[src/rtl/mem_arb_pkg.sv]
// Shared types for the fetch/load-store memory port arbiter: FSM state encoding and owner IDs.
package mem_arb_pkg;

  typedef enum logic [1:0] {
    ARB_IDLE = 2'd0,
    ARB_REQ  = 2'd1,
    ARB_WAIT = 2'd2
  } arb_state_e;

  localparam logic OWN_IFU = 1'b0;
  localparam logic OWN_LSU = 1'b1;

endpackage

[src/rtl/mem_port_arbiter_pick2.sv]
// Combinational 2-way winner select for mem_port_arbiter.
// Fixed LSU priority by default; MEM_ARB_ROUND_ROBIN_EN alternates on contention using last_owner_i.
module arb_pick2
  import mem_arb_pkg::*;
(
  input  logic ifu_valid_i,
  input  logic lsu_valid_i,
  input  logic last_owner_i,
  output logic grant_o,
  output logic owner_o
);

  always_comb begin
    grant_o = ifu_valid_i | lsu_valid_i;
`ifdef MEM_ARB_ROUND_ROBIN_EN
    if (ifu_valid_i && lsu_valid_i) owner_o = ~last_owner_i;
    else                            owner_o = lsu_valid_i ? OWN_LSU : OWN_IFU;
`else
    // The older instruction owns the LSU request, so it wins outright.
    owner_o = lsu_valid_i ? OWN_LSU : OWN_IFU;
`endif
  end

`ifndef MEM_ARB_ROUND_ROBIN_EN
  logic unused_last_owner;
  assign unused_last_owner = last_owner_i;
`endif

endmodule

[src/rtl/mem_port_arbiter.sv]
// Shares one data-memory port between fetch (IFU) and load/store (LSU), one transaction at a time.
// Optional build macro MEM_ARB_ROUND_ROBIN_EN adds a last_owner flop for alternating grants.
module mem_port_arbiter
  import mem_arb_pkg::*;
#(
  parameter int ADDR_W = 32,
  parameter int DATA_W = 32
) (
  input  logic                clk,
  input  logic                rst_n,
  input  logic                ifu_req_valid,
  output logic                ifu_req_ready,
  input  logic [ADDR_W-1:0]   ifu_req_addr,
  output logic                ifu_rsp_valid,
  output logic [DATA_W-1:0]   ifu_rsp_rdata,
  input  logic                lsu_req_valid,
  output logic                lsu_req_ready,
  input  logic [ADDR_W-1:0]   lsu_req_addr,
  input  logic                lsu_req_wen,
  input  logic [DATA_W-1:0]   lsu_req_wdata,
  input  logic [DATA_W/8-1:0] lsu_req_wmask,
  output logic                lsu_rsp_valid,
  output logic [DATA_W-1:0]   lsu_rsp_rdata,
  output logic                mem_req_valid,
  input  logic                mem_req_ready,
  output logic [ADDR_W-1:0]   mem_req_addr,
  output logic                mem_req_wen,
  output logic [DATA_W-1:0]   mem_req_wdata,
  output logic [DATA_W/8-1:0] mem_req_wmask,
  input  logic                mem_rsp_valid,
  input  logic [DATA_W-1:0]   mem_rsp_rdata,
  output logic                busy
);

  localparam int MASK_W = DATA_W / 8;

  arb_state_e          state_q, state_d;
  logic                owner_q, owner_d;
  logic [ADDR_W-1:0]   addr_q, addr_d;
  logic                wen_q, wen_d;
  logic [DATA_W-1:0]   wdata_q, wdata_d;
  logic [MASK_W-1:0]   wmask_q, wmask_d;
  logic                pick_grant, pick_owner, last_owner;

`ifdef MEM_ARB_ROUND_ROBIN_EN
  logic last_owner_q, last_owner_d;
  assign last_owner = last_owner_q;
`else
  assign last_owner = OWN_IFU;
`endif

  arb_pick2 u_pick (
    .ifu_valid_i  (ifu_req_valid),
    .lsu_valid_i  (lsu_req_valid),
    .last_owner_i (last_owner),
    .grant_o      (pick_grant),
    .owner_o      (pick_owner)
  );

  always_comb begin
    // NOTE: every signal written here gets a default first, so no path can infer a latch.
    state_d       = state_q;
    owner_d       = owner_q;
    addr_d        = addr_q;
    wen_d         = wen_q;
    wdata_d       = wdata_q;
    wmask_d       = wmask_q;
    ifu_req_ready = 1'b0;
    lsu_req_ready = 1'b0;
    ifu_rsp_valid = 1'b0;
    ifu_rsp_rdata = '0;
    lsu_rsp_valid = 1'b0;
    lsu_rsp_rdata = '0;
    mem_req_valid = 1'b0;
`ifdef MEM_ARB_ROUND_ROBIN_EN
    last_owner_d  = last_owner_q;
`endif
    case (state_q)
      ARB_IDLE: begin
        if (pick_grant) begin
          owner_d = pick_owner;
          state_d = ARB_REQ;
`ifdef MEM_ARB_ROUND_ROBIN_EN
          last_owner_d = pick_owner;
`endif
          if (pick_owner == OWN_LSU) begin
            lsu_req_ready = 1'b1;
            addr_d        = lsu_req_addr;
            wen_d         = lsu_req_wen;
            wdata_d       = lsu_req_wdata;
            wmask_d       = lsu_req_wmask;
          end else begin
            // Fetches are always reads: store fields are forced clear.
            ifu_req_ready = 1'b1;
            addr_d        = ifu_req_addr;
            wen_d         = 1'b0;
            wdata_d       = '0;
            wmask_d       = '0;
          end
        end
      end
      ARB_REQ: begin
        mem_req_valid = 1'b1;
        if (mem_req_ready) state_d = ARB_WAIT;
      end
      ARB_WAIT: begin
        if (mem_rsp_valid) begin
          state_d = ARB_IDLE;
          if (owner_q == OWN_LSU) begin
            lsu_rsp_valid = 1'b1;
            lsu_rsp_rdata = mem_rsp_rdata;
          end else begin
            ifu_rsp_valid = 1'b1;
            ifu_rsp_rdata = mem_rsp_rdata;
          end
        end
      end
      default: state_d = ARB_IDLE;
    endcase
  end

  // NOTE: sequential state uses non-blocking assignments so all flops update together.
  always_ff @(posedge clk or negedge rst_n) begin
    if (!rst_n) begin
      state_q <= ARB_IDLE;
      owner_q <= OWN_IFU;
      addr_q  <= '0;
      wen_q   <= 1'b0;
      wdata_q <= '0;
      wmask_q <= '0;
`ifdef MEM_ARB_ROUND_ROBIN_EN
      last_owner_q <= OWN_IFU;
`endif
    end else begin
      state_q <= state_d;
      owner_q <= owner_d;
      addr_q  <= addr_d;
      wen_q   <= wen_d;
      wdata_q <= wdata_d;
      wmask_q <= wmask_d;
`ifdef MEM_ARB_ROUND_ROBIN_EN
      last_owner_q <= last_owner_d;
`endif
    end
  end

  assign mem_req_addr  = addr_q;
  assign mem_req_wen   = wen_q;
  assign mem_req_wdata = wdata_q;
  assign mem_req_wmask = wmask_q;
  assign busy          = (state_q != ARB_IDLE);

endmodule

[config.mk]
export PLATFORM = sky130hd
export DESIGN_NAME = mem_port_arbiter
export DESIGN_NICKNAME = d
export VERILOG_FILES = /design/src/rtl/mem_arb_pkg.sv /design/src/rtl/mem_port_arbiter_pick2.sv /design/src/rtl/mem_port_arbiter.sv
export SDC_FILE = /design/constraint.sdc
export NUM_CORES = 1
export LEC_CHECK = 0
export ABC_AREA = 0
export CORE_ASPECT_RATIO = 0.8
export CORE_MARGIN = 5
export CORE_UTILIZATION = 33
export CTS_CLUSTER_DIAMETER = 60
export CTS_CLUSTER_SIZE = 10
export DETAILED_ROUTE_END_ITERATION = 6
export MAX_ROUTING_LAYER = met4
export PLACE_DENSITY = 0.77
export SETUP_SLACK_MARGIN = 0.05
export SYNTH_ARGS = -nofsm -noshare
export SYNTH_HDL_FRONTEND = slang
export SYNTH_SLANG_ARGS = --single-unit
export TNS_END_PERCENT = 100
[constraint.sdc]
create_clock -name clk -period 1.8 [get_ports clk]
set_input_delay 0.27 -clock clk [delete_from_list [all_inputs] [get_ports clk]]
set_output_delay 0.27 -clock clk [all_outputs]
set_load 0.02 [all_outputs]
==> results.toml <==
[sta]
slew_violations = 0
slew_headroom = 0.6853
tightestPinTransition_ns = 0.4721
finalClockSkew_ns = 0.007536
fin_crit_ns = 2.026
fin_crit_sh = 1.125
hold_viol_final = 0
fmax_ghz = 0.4937
setup_viol = 65
rsz0062_at_grt = "yes"
holdWs_ns = 0.3683
setup_slack_ns = -0.2255

[cells_and_area]
area_delta_synth_final_pct = 111.8
nets = 720
finish.instance_area_mm2 = 0.007417
layout_commonest_cell = "clkdlybuf4s50_1"
layout.cells.non_filler = 732
seq_area_mm2 = 0.001802
final_cell_mix = "clkdlybuf4s50_1, buf_6, dfrtp_1"
drive_above_1_share = 0.4300
fill_cells = 695
multiInputGateArea_mm2 = 0.001708

[yosys]
syn-cell-area_mm2 = 0.003502
ys_ff_latch = 72
synth-compound-area-share = 0.1022
yosysWarningCount = 0
synthMuxAreaShare = 0.2058
synth_xor_area_frac = 0
synth_cell_types = 20
synthesis.nets = 412
synthAdderAreaFrac = 0
synth_simple_gate_area_frac = 0.1333
synth_top_family_by_area = "multiplexers"
ys_seq_area_frac = 0.5145
syn_inst = 273
postSynthAreaPerCell_um2 = 12.83

[pwr]
p_total_mw = 10.37
power_density_mw_per_mm2 = 1398
leakage_nw = 3.287
vdd_drop_max_uv = 796.7

[clocking]
cts.clk_slew.worst_paths_ns = 0.05
cts_buffers = 9
clk_latency_ns = 0.32
cts_tree = "built"
clock-sinks = 72
clockBufferDepth = 2
ctsRootBufferMaster = "clkbuf_16"
htreeDepth = 3

[die]
die_x_um = 125.2
die_area_mm2 = 0.01279
row_count = 33
io_pins = 278
core_area_mm2 = 0.01032
dieHeight_um = 102.1
start_util = 0.3393

[worst_setup_path]
crit_type = "flip-flop to output pin"
critPathLaunchType = "flip-flop"
crit_fanout = 8
cp_common_cell = "buf_6"
endpoint_kind = "output pin"
cp.required_ns = 1.53
path_cells = "nand2b_4 > nor3b_4 > buf_6 > clkbuf_16 > and2_4 > buf_6"
slowest_stage = "dfrtp_1"
slowest_delay_ns = 0.39
cp.arrival_ns = 1.76

[flow_run]
cap_viol_max_count = 0

[placement]
dp_hpwl_um = 10550
io_buffers = 277
gp_congestion = 0.8919
place_inst = 685
placed_area_mm2 = 0.006475

[route]
routedWlPerCell_um = 21.00
detail_route.first_pass.iterations = 4
viasPerCell = 4.852
drc = 0
vias = 3552
drt_iter0_markers = 126
ant_nets = 0
drt-total-wl_um = 15370

[grt]
grt_antenna_before_repair = 5
grt_max_degree = 39
overflow = 0
grt_pass1_vias = 3692
grt_use_total = 0.2212
grt_pass1_wl_um = 21060

[outcome]
status = "finished, violations left"
violations = "negative setup slack"

[min_path]
hold_class = "input port to flip-flop"
[cell usage after synthesis, drive strengths merged]
master	number	share of area
nand2b	2	0.0036
a22o	37	0.093
nand2	2	0.0021
mux2	64	0.21
a21o	1	0.0021
and2	65	0.12
and4b	1	0.0029
nor3b	1	0.0036
clkbuf	2	0.0021
nor2	2	0.0043
dfrtp	72	0.51
inv	2	0.0021
o21ai	3	0.0075
buf	19	0.040
[routing by layer]
layer / vias up / GRT usage / wire length (um)
met5: - / - / 0
met4: 0 / 0.1067 / 765
met3: 38 / 0.05956 / 999
met2: 201 / 0.3895 / 7817
met1: 1732 / 0.2341 / 5790
li1: 1581 / - / -
[registers in the layout, summed over array words and instances, names as in the netlist]
signal / count
owner_q: 1
mem_req_wdata: 32
state_q: 2
mem_req_wen: 1
mem_req_addr: 32
mem_req_wmask: 4
[what timing repair did]
action,in CTS,in global routing
hold buffers,1,0
cloned,4,1
gates resized for setup,419,71
endpoints found under the hold margin,34,0
pin swaps,12,15
buffers inserted,12,8
setup endpoints to repair,70,70
[power by group]
part	internal, mW	total (mW)	switching, mW
logic	2.99	5.55	2.57
registers	2.38	2.79	0.411
clock network	1.35	2.03	0.671
total	6.72	10.4	3.65
[cell type report]
class,instances,share of cell area
Tap cell,140,0.02362
Inverter,2,0.001012
Clock inverter,7,0.01619
Sequential cell,72,0.2429
Clock buffer,9,0.03036
Timing Repair Buffer,318,0.4536
Antenna cell,6,0.002024
Multi-Input combinational cell,178,0.2303
[cells by family (layout without fill, tap and decap cells)]
group           after synthesis  in the layout
simple gates                 73             73
mux                          64             64
other cells                   0              6
flops                        72             72
compound gates               41             41
buf+inv                      23            336
[per-stage QoR]
step	setup WS [ns]	util	TNS, ns
final	-0.2255	0.7185	-9.891
after global routing	-0.2589	0.7185	-11.86
after CTS	-0.1581	0.7002	-6.842
after detailed placement	-0.4740	0.6273	-26.53
after global placement	-0.4377	0.6273	-23.99
after floorplan	0.2200	-	0
[critical path: cells and delay by family (launching register included)]
family / cells / cell delay, ns
DFF: 1 / 0.39
buffers and inverters: 3 / 0.44
and+or+nand+nor: 3 / 0.60
[worst paths after layout]
check | start | slack (ns) | cells after the start | to
max in group asynchronous | rst_n | 0.79 | 3 | mem_req_wdata[25]
min in group asynchronous | rst_n | 0.43 | 2 | mem_req_addr[7]
max | state_q[0] | -0.23 | 6 | ifu_rsp_rdata[30]
min | mem_rsp_valid | 0.37 | 2 | state_q[1]
min reg2reg | mem_req_wdata[3] | 0.50 | 1 | mem_req_wdata[3]
max reg2reg | state_q[0] | 0.13 | 8 | mem_req_wdata[30]
Note: power is estimated with default switching activity, not from simulation.
